`src/rtl/uart8_pkg.sv`:
```
// Shared types and constants for the 8N1 UART core.
package uart8_pkg;

   // Common state encoding for the receive and transmit FSMs.
   typedef enum logic [1:0] {
      IDLE  = 2'd0,
      START = 2'd1,
      DATA  = 2'd2,
      STOP  = 2'd3
   } uartState_t;

   localparam int DATA_BITS  = 8;
   localparam int OVERSAMPLE = 16;

   // Clocks per 16x receive tick (truncated integer division).
   function automatic int rxDivFor(input int clockRate, input int baudRate);
      return clockRate / (baudRate * OVERSAMPLE);
   endfunction

   // Clocks per transmitted bit (truncated integer division).
   function automatic int txDivFor(input int clockRate, input int baudRate);
      return clockRate / baudRate;
   endfunction

endpackage

```
`src/rtl/uart8_if.sv`:
```
// Parallel byte handshake between the fabric (master) and the UART core (slave).
interface uart8_if;
   logic       rxEn;
   logic       rxBusy;
   logic       rxDone;
   logic       rxErr;
   logic [7:0] out;
   logic       txEn;
   logic       txStart;
   logic [7:0] in;
   logic       txBusy;
   logic       txDone;

   modport master (
      output rxEn, txEn, txStart, in,
      input  rxBusy, rxDone, rxErr, out, txBusy, txDone
   );

   modport slave (
      input  rxEn, txEn, txStart, in,
      output rxBusy, rxDone, rxErr, out, txBusy, txDone
   );
endinterface

```
`src/rtl/uart8_baud_gen.sv`:
```
// Restartable divide-by-DIV tick generator. tick is high for the last clock of
// every DIV-clock period; holding restart clears the count so the first tick
// after release lands exactly DIV clocks later.
module uart8_baud_gen #(
   parameter int DIV = 78
) (
   input  logic clk,
   input  logic rst_n,
   input  logic restart,
   output logic tick
);
   localparam int W = (DIV > 1) ? $clog2(DIV) : 1;

   logic [W-1:0] countReg;

   assign tick = (countReg == W'(DIV - 1));

   // Free-running modulo-DIV counter, cleared while the owning FSM is idle.
   always_ff @(posedge clk or negedge rst_n) begin
      if (!rst_n) begin
         countReg <= '0;
      end else if (restart || tick) begin
         countReg <= '0;
      end else begin
         countReg <= countReg + W'(1);
      end
   end
endmodule

```
`src/rtl/uart8_core.sv`:
```
// Full-duplex 8N1 UART: 16x-oversampled receiver and 1x transmitter, each
// timed by its own restartable baud generator.
module uart8_core
   import uart8_pkg::*;
#(
   parameter int CLOCK_RATE = 12000000,
   parameter int BAUD_RATE  = 9600
) (
   input  logic   clk,
   input  logic   rst_n,
   input  logic   rx,
   output logic   tx,
   uart8_if.slave bus
);
   localparam int RX_DIV = rxDivFor(CLOCK_RATE, BAUD_RATE);
   localparam int TX_DIV = txDivFor(CLOCK_RATE, BAUD_RATE);
   localparam int TICK_W = $clog2(OVERSAMPLE);
   localparam int BIT_W  = $clog2(DATA_BITS);

   localparam logic [TICK_W-1:0] MID_TICK  = TICK_W'(OVERSAMPLE / 2 - 1);
   localparam logic [TICK_W-1:0] LAST_TICK = TICK_W'(OVERSAMPLE - 1);
   localparam logic [BIT_W-1:0]  LAST_BIT  = BIT_W'(DATA_BITS - 1);

   // ---------------- receive side ----------------
   uartState_t        rxState;
   logic              rxMeta, rxSync;
   logic [TICK_W-1:0] rxTickCnt;
   logic [BIT_W-1:0]  rxBitCnt;
   logic [7:0]        rxShift;
   logic [7:0]        rxData;
   logic              rxBusyReg, rxDoneReg, rxErrReg;
   logic              rxTick;

   uart8_baud_gen #(.DIV(RX_DIV)) rxBaud (
      .clk    (clk),
      .rst_n  (rst_n),
      .restart(rxState == IDLE),
      .tick   (rxTick)
   );

   // Two-flop synchroniser, preset to the idle level so reset never looks like a start bit.
   always_ff @(posedge clk or negedge rst_n) begin
      if (!rst_n) begin
         rxMeta <= 1'b1;
         rxSync <= 1'b1;
      end else begin
         rxMeta <= rx;
         rxSync <= rxMeta;
      end
   end

   // Receive FSM: detect start, verify at mid-bit, then sample every 16 ticks.
   always_ff @(posedge clk or negedge rst_n) begin
      if (!rst_n) begin
         rxState   <= IDLE;
         rxTickCnt <= '0;
         rxBitCnt  <= '0;
         rxShift   <= '0;
         rxData    <= '0;
         rxBusyReg <= 1'b0;
         rxDoneReg <= 1'b0;
         rxErrReg  <= 1'b0;
      end else begin
         rxDoneReg <= 1'b0;
         rxErrReg  <= 1'b0;
         if (!bus.rxEn) begin
            rxState   <= IDLE;
            rxTickCnt <= '0;
            rxBitCnt  <= '0;
            rxBusyReg <= 1'b0;
         end else begin
            unique case (rxState)
               IDLE: begin
                  rxBusyReg <= 1'b0;
                  if (rxSync == 1'b0) begin
                     rxState   <= START;
                     rxTickCnt <= '0;
                     rxBitCnt  <= '0;
                     rxBusyReg <= 1'b1;
                  end
               end
               START: if (rxTick) begin
                  if (rxTickCnt == MID_TICK) begin
                     rxTickCnt <= '0;
                     if (rxSync) begin
                        rxState   <= IDLE;
                        rxBusyReg <= 1'b0;
                     end else begin
                        rxState <= DATA;
                     end
                  end else begin
                     rxTickCnt <= rxTickCnt + TICK_W'(1);
                  end
               end
               DATA: if (rxTick) begin
                  rxTickCnt <= rxTickCnt + TICK_W'(1);
                  if (rxTickCnt == LAST_TICK) begin
                     rxShift <= {rxSync, rxShift[7:1]};
                     if (rxBitCnt == LAST_BIT) begin
                        rxState <= STOP;
                     end else begin
                        rxBitCnt <= rxBitCnt + BIT_W'(1);
                     end
                  end
               end
               STOP: if (rxTick) begin
                  rxTickCnt <= rxTickCnt + TICK_W'(1);
                  if (rxTickCnt == LAST_TICK) begin
                     rxState   <= IDLE;
                     rxBusyReg <= 1'b0;
                     if (rxSync) begin
                        rxData    <= rxShift;
                        rxDoneReg <= 1'b1;
                     end else begin
                        rxErrReg <= 1'b1;
                     end
                  end
               end
               default: rxState <= IDLE;
            endcase
         end
      end
   end

   assign bus.rxBusy = rxBusyReg;
   assign bus.rxDone = rxDoneReg;
   assign bus.rxErr  = rxErrReg;
   assign bus.out    = rxData;

   // ---------------- transmit side ----------------
   uartState_t       txState;
   logic [BIT_W-1:0] txBitCnt;
   logic [7:0]       txShift;
   logic             txBusyReg, txDoneReg;
   logic             txTick;

   uart8_baud_gen #(.DIV(TX_DIV)) txBaud (
      .clk    (clk),
      .rst_n  (rst_n),
      .restart(txState == IDLE),
      .tick   (txTick)
   );

   // Transmit FSM: each state holds its bit for one full TX_DIV period.
   always_ff @(posedge clk or negedge rst_n) begin
      if (!rst_n) begin
         txState   <= IDLE;
         txBitCnt  <= '0;
         txShift   <= '0;
         tx        <= 1'b1;
         txBusyReg <= 1'b0;
         txDoneReg <= 1'b0;
      end else begin
         txDoneReg <= 1'b0;
         if (!bus.txEn) begin
            txState   <= IDLE;
            txBitCnt  <= '0;
            tx        <= 1'b1;
            txBusyReg <= 1'b0;
         end else begin
            unique case (txState)
               IDLE: begin
                  tx        <= 1'b1;
                  txBusyReg <= 1'b0;
                  if (bus.txStart) begin
                     txShift   <= bus.in;
                     txBitCnt  <= '0;
                     txState   <= START;
                     tx        <= 1'b0;
                     txBusyReg <= 1'b1;
                  end
               end
               START: if (txTick) begin
                  txState <= DATA;
                  tx      <= txShift[0];
                  txShift <= {1'b0, txShift[7:1]};
               end
               DATA: if (txTick) begin
                  if (txBitCnt == LAST_BIT) begin
                     txState <= STOP;
                     tx      <= 1'b1;
                  end else begin
                     txBitCnt <= txBitCnt + BIT_W'(1);
                     tx       <= txShift[0];
                     txShift  <= {1'b0, txShift[7:1]};
                  end
               end
               STOP: if (txTick) begin
                  txState   <= IDLE;
                  txBusyReg <= 1'b0;
                  txDoneReg <= 1'b1;
               end
               default: txState <= IDLE;
            endcase
         end
      end
   end

   assign bus.txBusy = txBusyReg;
   assign bus.txDone = txDoneReg;

endmodule

```
`src/flat_wrapper.sv`:
```
// flat-port wrapper written by rule: the top's interface ports become plain ports
module uart8_core_flat import uart8_pkg::*;
#(
   parameter int CLOCK_RATE = 12000000,
   parameter int BAUD_RATE  = 9600
)
  (clk, rst_n, rx, tx, bus_rxEn, bus_txEn, bus_txStart, bus_in, bus_rxBusy, bus_rxDone, bus_rxErr, bus_out, bus_txBusy, bus_txDone);
  uart8_if bus_i ();
  input  logic clk;
  input  logic rst_n;
  input  logic rx;
  output logic tx;
  input wire logic [$bits(bus_i.rxEn)-1:0] bus_rxEn;
  input wire logic [$bits(bus_i.txEn)-1:0] bus_txEn;
  input wire logic [$bits(bus_i.txStart)-1:0] bus_txStart;
  input wire logic [$bits(bus_i.in)-1:0] bus_in;
  output wire logic [$bits(bus_i.rxBusy)-1:0] bus_rxBusy;
  output wire logic [$bits(bus_i.rxDone)-1:0] bus_rxDone;
  output wire logic [$bits(bus_i.rxErr)-1:0] bus_rxErr;
  output wire logic [$bits(bus_i.out)-1:0] bus_out;
  output wire logic [$bits(bus_i.txBusy)-1:0] bus_txBusy;
  output wire logic [$bits(bus_i.txDone)-1:0] bus_txDone;
  assign bus_i.rxEn = bus_rxEn;
  assign bus_i.txEn = bus_txEn;
  assign bus_i.txStart = bus_txStart;
  assign bus_i.in = bus_in;
  assign bus_rxBusy = bus_i.rxBusy;
  assign bus_rxDone = bus_i.rxDone;
  assign bus_rxErr = bus_i.rxErr;
  assign bus_out = bus_i.out;
  assign bus_txBusy = bus_i.txBusy;
  assign bus_txDone = bus_i.txDone;
  uart8_core #(.CLOCK_RATE(CLOCK_RATE), .BAUD_RATE(BAUD_RATE)) u_core (.clk(clk), .rst_n(rst_n), .rx(rx), .tx(tx), .bus(bus_i));
endmodule
```
`config.mk`:
```
export PLATFORM = sky130hd
export DESIGN_NAME = uart8_core_flat
export DESIGN_NICKNAME = d
export VERILOG_FILES = /design/src/rtl/uart8_pkg.sv /design/src/rtl/uart8_if.sv /design/src/rtl/uart8_baud_gen.sv /design/src/rtl/uart8_core.sv /design/src/flat_wrapper.sv
export SDC_FILE = /design/constraint.sdc
export NUM_CORES = 1
export LEC_CHECK = 0
export CAP_MARGIN = 40
export CORE_MARGIN = 4
export CORE_UTILIZATION = 60
export CTS_BUF_LIST = sky130_fd_sc_hd__clkbuf_8
export DETAILED_ROUTE_END_ITERATION = 10
export PLACE_DENSITY = 0.83
export SLEW_MARGIN = 20
export SYNTH_ARGS = -nofsm -noshare
export SYNTH_HDL_FRONTEND = slang
export SYNTH_SLANG_ARGS = --single-unit
```
`constraint.sdc`:
```
create_clock -name clk -period 2.5 [get_ports clk]
set_input_delay 0.5 -clock clk [delete_from_list [all_inputs] [get_ports clk]]
set_output_delay 0.5 -clock clk [all_outputs]
set_load 0.01 [all_outputs]
```
---- Word level (Yosys, flattened, before mapping) ----
Index checks and enable logic that the tools add are counted.
cells by class
  add/sub/neg operators ................... 5
  reductions and logical operators ........ 17
  equal/unequal tests ..................... 38
  muxes and demuxes ....................... 72
operators by type and width
  operator                 number
  $mux W2                  16
  $mux W8                  4
  $ne A3 B3 Y1 const B     10
  $mux W1                  27
  $mux W3                  9
  $pmux W8 S3              1
  $ne A3 B2 Y1 const B     7
  $mux W4                  5
  $pmux W2 S4              2
  $reduce_and A5 Y1        3
  $pmux W3 S2              2
  $pmux W4 S3              1
  $reduce_and A6 Y1        2
  $add A11 B1 Y11 const B  1
  $eq A11 B11 Y1 const B   1
  $mux W11                 1
  $ne A3 B1 Y1 const B     3
  $eq A2 B2 Y1 const B     4
  $ne A2 B2 Y1 const B     4
  $ne A4 B1 Y1 const B     2
  $reduce_and A4 Y1        2
  $reduce_and A8 Y1        1
  $add A7 B1 Y7 const B    1
  $eq A7 B7 Y1 const B     1
  15 further kinds         22
storage, ports and cells
  flip-flop bits (word level) ............. 64
  bits of input ports ..................... 14
  output and inout port bits .............. 14
  logic and storage cells ................. 150

---- Logic depth before layout (Yosys ltp) ----
  word-level depth ........................ 6
  depth in mapped cells ................... 8
  mapped depth without buffers ............ 6

---- Hierarchy ----
Synthesis repeated with hierarchy kept, for this count alone.
second synthesis, totals
  cells, all modules ...................... 284
  area total of the unflattened synthesis .. 3128.0 µm²
by module, submodules not included
  module                          sequential area each (µm²)  cells an instance  area an instance (µm²)  times used
  uart8_core                      1154.9                      195                2218.4                  1
  uart8_baud_gen (u_core.txBaud)  275.3                       56                 574.3                   1
  uart8_baud_gen (u_core.rxBaud)  175.2                       33                 335.3                   1

---- Worst setup path after synthesis ----
OpenSTA, ideal clock, no wires.
  kind .................................... register to register
  start point ............................. register u_core.txState[0]
  end point ............................... register u_core.txShift[7]
  arrival time ............................ 1.840 ns
  setup slack ............................. 0.533 ns
  data required time ...................... 2.372 ns
  clock period less this slack ............ 1.967 ns
  cell stages (with the launch flop) ...... 7
  cell sequence ........................... dfrtp_1 inv_1 ha_1 nor2b_1 a2111oi_1 nand3_2 mux2_1
on the way
  longest elaborated chain between the ends .. 3
RTL lines
  item                                                          RTL line           text
  from (decl)                                                   uart8_core.sv:131  uartState_t txState;
  from (signal assigned)                                        uart8_core.sv:147  txState <= IDLE;
  from (signal assigned)                                        uart8_core.sv:156  txState <= IDLE;
  from (signal assigned)                                        uart8_core.sv:168  txState <= START;
  $eq A2 B2 Y1, or another cell as far along                    uart8_core.sv:161  unique case (txState)
  $ne A2 B2 Y1 (no line) or $reduce_bool A3 Y1 (tied branches)  -
  $reduce_and A6 Y1 (no line)                                   -
  to (signal assigned)                                          uart8_core.sv:166  txShift <= bus.in;
  to (signal assigned)                                          uart8_core.sv:176  txShift <= {1'b0, txShift[7:1]};
  to (signal assigned)                                          uart8_core.sv:185  txShift <= {1'b0, txShift[7:1]};
  to (decl)                                                     uart8_core.sv:133  logic [7:0] txShift;
Parallel ways exist; a longest one is shown, timed or not.
A chain may end at the register's enable or synchronous reset.

---- Final worst setup path ----
Same ends and word-level chain as after synthesis.

==> flow_metrics.env <==
export IMPL_nets=341
export IMPL_num_rows=26
export IMPL_max_vdd_ir_drop_v=0.000486
export IMPL_report_final_slew_viol_count=0
export IMPL_cellLeakagePower_nw=1.63
export IMPL_path_clk_slew_ns=0.07
export IMPL_firstDrtPassIters=4
export IMPL_cts_tree="yes"
export IMPL_synth_nets=307
export IMPL_grt_max_degree=65
export IMPL_synth_seq_area_share_pct=50.9
export IMPL_cts_buffer_depth=2
export IMPL_max_stage_delay_ns=0.48
export IMPL_dp_cells=373
export IMPL_core_sq_mm=0.00511
export IMPL_place_area_sq_mm=0.00351
export IMPL_dp_hpwl_um=3960
export IMPL_drive_above_1_share_pct=20.1
export IMPL_cts_htree_levels=3
export IMPL_grt_overflow_total=0
export IMPL_setup_viol=0
export IMPL_drc=0
export IMPL_yosysWarnings=0
export IMPL_grt_total_usage_pct=20.7
export IMPL_drtAntennaViolNets=0
export IMPL_endpoint_kind="register"
export IMPL_crit_type="register to register"
export IMPL_cts_root_buf="clkbuf_8"
export IMPL_async_flop_share_pct=100
export IMPL_io_buffer_count=27
export IMPL_synth_edf_count=0
export IMPL_die_area_sq_mm=0.00648
export IMPL_gp_congestion=0.809
export IMPL_ys_ff_latch=64
export IMPL_via_count=2221
export IMPL_rsz0062_at_grt="false"
export IMPL_diodes=0
export IMPL_grt_pass1_vias=2211
export IMPL_cts_sinks=64
export IMPL_clk_latency_ns=0.34
export IMPL_die_h_um=80.5
export IMPL_wl_per_cell_um=15.2
export IMPL_synthDistinctLibCells=51
export IMPL_critPathLaunchType="register"
export IMPL_layout_setup_ws_ns=0.260
export IMPL_die_w_um=80.5
export IMPL_p_per_area_mw_per_mm2=829
export IMPL_period_needed_ns=2.24
export IMPL_arrival_ns=2.46
export IMPL_skew_ns=0.00854
export IMPL_outcome="finished clean"
export IMPL_fin_crit_sh_pct=89.6
export IMPL_fin_tns_setup_ns=0
export IMPL_timing_fmax_mhz=446
export IMPL_final_cells=389
export IMPL_relSlewSlack_pct=60.0
export IMPL_postCtsSetupRepairBufs=0
export IMPL_cts_resized=0
export IMPL_drtIter0Drc=93
export IMPL_hp_class="primary input to async pin"
export IMPL_drv_cap=0
export IMPL_worst_pin_slew_ns=0.600
export IMPL_path_max_fanout=8
export IMPL_final_area_sq_mm=0.00374
export IMPL_pre_cts_ws_ns=0.155
export IMPL_path_delay_family="simple AND/OR/NAND/NOR gates"
export IMPL_synthToLayoutAreaGrowth_pct=18.8
export IMPL_viasPerCell=5.71
export IMPL_finalHoldViolCount=0
export IMPL_grt_pass1_wl_um=10200
export IMPL_cts_buffers=9
export IMPL_crit_chain="inv_1 -> ha_1 -> nor2b_1 -> a2111oi_1 -> nand3_2 -> mux2_1"
export IMPL_pin_count=28
export IMPL_antenna_found_initial=0
export IMPL_cp_slowest_cell="a2111oi_1"
export IMPL_crit_required_ns=2.72
export IMPL_start_util_pct=61.7
export IMPL_synth_area_per_cell_sq_um=11.3
export IMPL_hold_buffers=0
export IMPL_cp_num_buf_inv=1
export IMPL_drt_wl_total_um=5920
export IMPL_netlist_instances=280
export IMPL_syn_area_sq_mm=0.00315
export IMPL_ys_flop_type="dfrtp_1"
==> layer usage <==
layer | wire, um | up-vias | global-route usage [%]
li1 | - | 1075 | -
met4 | 85 | 0 | 6.93
met3 | 215 | 7 | 6.61
met1 | 2510 | 1092 | 24.7
met5 | 0 | - | 0
met2 | 3100 | 47 | 35.2
==> power breakdown <==
part           total, mW  internal (mW)  switching, mW
clock               1.03          0.624          0.407
combinational      0.829          0.397          0.432
sequential          1.24           1.16         0.0865
==> logic make-up (layout without fill, tap and decap cells) <==
logic type,Yosys count,count (layout),share of synthesized area (%)
AO/OA/AOI/OAI,36,36,8.85
XOR/XNOR,15,15,4.17
adder cells (fa/ha/maj),13,13,5.16
buffers and inverters,18,57,2.46
flip-flops,64,64,50.9
multiplexers,34,34,12.1
AND/OR/NAND/NOR,100,100,16.3
==> cell usage after synthesis, types with 6 or more instances <==
cell type  number  area [sq um]
ha_1           13           163
nand2_1        18          67.6
xor2_1          6          52.6
nor2_1         30           113
o21ai_0         7          35.0
dfrtp_1        61          1530
mux2_2         32           360
xnor2_1         9          78.8
inv_1          10          37.5
nand4_1         9          56.3
a21oi_1         6          30.0
nand3_1        12          60.1
==> cell type report <==
cell class	count	area (sq um)
inverters	10	37.5
clock inverters	5	86.3
flip-flops and latches	64	1610
well taps	70	87.6
clock buffers	11	151
repair buffers	31	308
multi-input cells	198	1470
fillers	363	1360
==> path summary, 6_finish.rpt <==
check | slack (ns) | cells after the start | start | endpoint
setup / recovery | 0.26 | 6 | u_core.txState[0]$_DFFE_PN0P_ | u_core.txShift[7]$_DFFE_PN0P_
hold / removal | 0.14 | 2 | rst_n | u_core.txBitCnt[2]$_DFFE_PN0P_
setup reg to reg | 0.26 | 6 | u_core.txState[0]$_DFFE_PN0P_ | u_core.txShift[7]$_DFFE_PN0P_
hold reg to reg | 0.36 | 0 | u_core.rxMeta$_DFF_PN1_ | u_core.rxSync$_DFF_PN1_
max in group asynchronous | 2.02 | 2 | rst_n | u_core.tx$_DFFE_PN1P_
min in group clk | 0.36 | 0 | u_core.rxMeta$_DFF_PN1_ | u_core.rxSync$_DFF_PN1_
==> placed cells by master (no fill, tap or decap), types with 3 or more instances in the layout <==
| cell | instances |
|---|---|
| a31oi_1 | 4 |
| xnor2_1 | 9 |
| mux2_2 | 32 |
| nor2b_1 | 4 |
| clkbuf_8 | 11 |
| nor2_1 | 30 |
| clkdlybuf4s50_1 | 26 |
| nand2_1 | 18 |
| xor2_1 | 6 |
| ha_1 | 13 |
| buf_4 | 3 |
| nor3_1 | 5 |
| dfrtp_1 | 61 |
| nand4_1 | 9 |
| o21ai_0 | 7 |
| or3_1 | 4 |
| inv_1 | 10 |
| dfstp_2 | 3 |
| a21oi_1 | 6 |
| nand3_1 | 12 |
==> metrics by stage <==
step | hold WS, ns | power (mW) | utilization, %
2_1_floorplan | 0.204 | 1.87 | -
3_3_place_gp | 0.347 | 2.03 | 68.7
3_5_place_dp | 0.350 | 2.09 | 68.7
4_1_cts | 0.161 | 3.13 | 73.3
5_1_grt | 0.183 | 3.27 | 73.3
6_report | 0.145 | 3.10 | 73.3
==> flip-flops by register name (all words and copies together) (netlist names), 2 cells and up <==
signal                  cells
u_core.rxBaud.countReg      7
u_core.bus.out              8
u_core.rxState              2
u_core.txBitCnt             3
u_core.txState              2
u_core.txShift              8
u_core.txBaud.countReg     11
u_core.rxBitCnt             3
u_core.rxTickCnt            4
u_core.rxShift              8
Note: power is estimated with default switching activity, not from simulation.
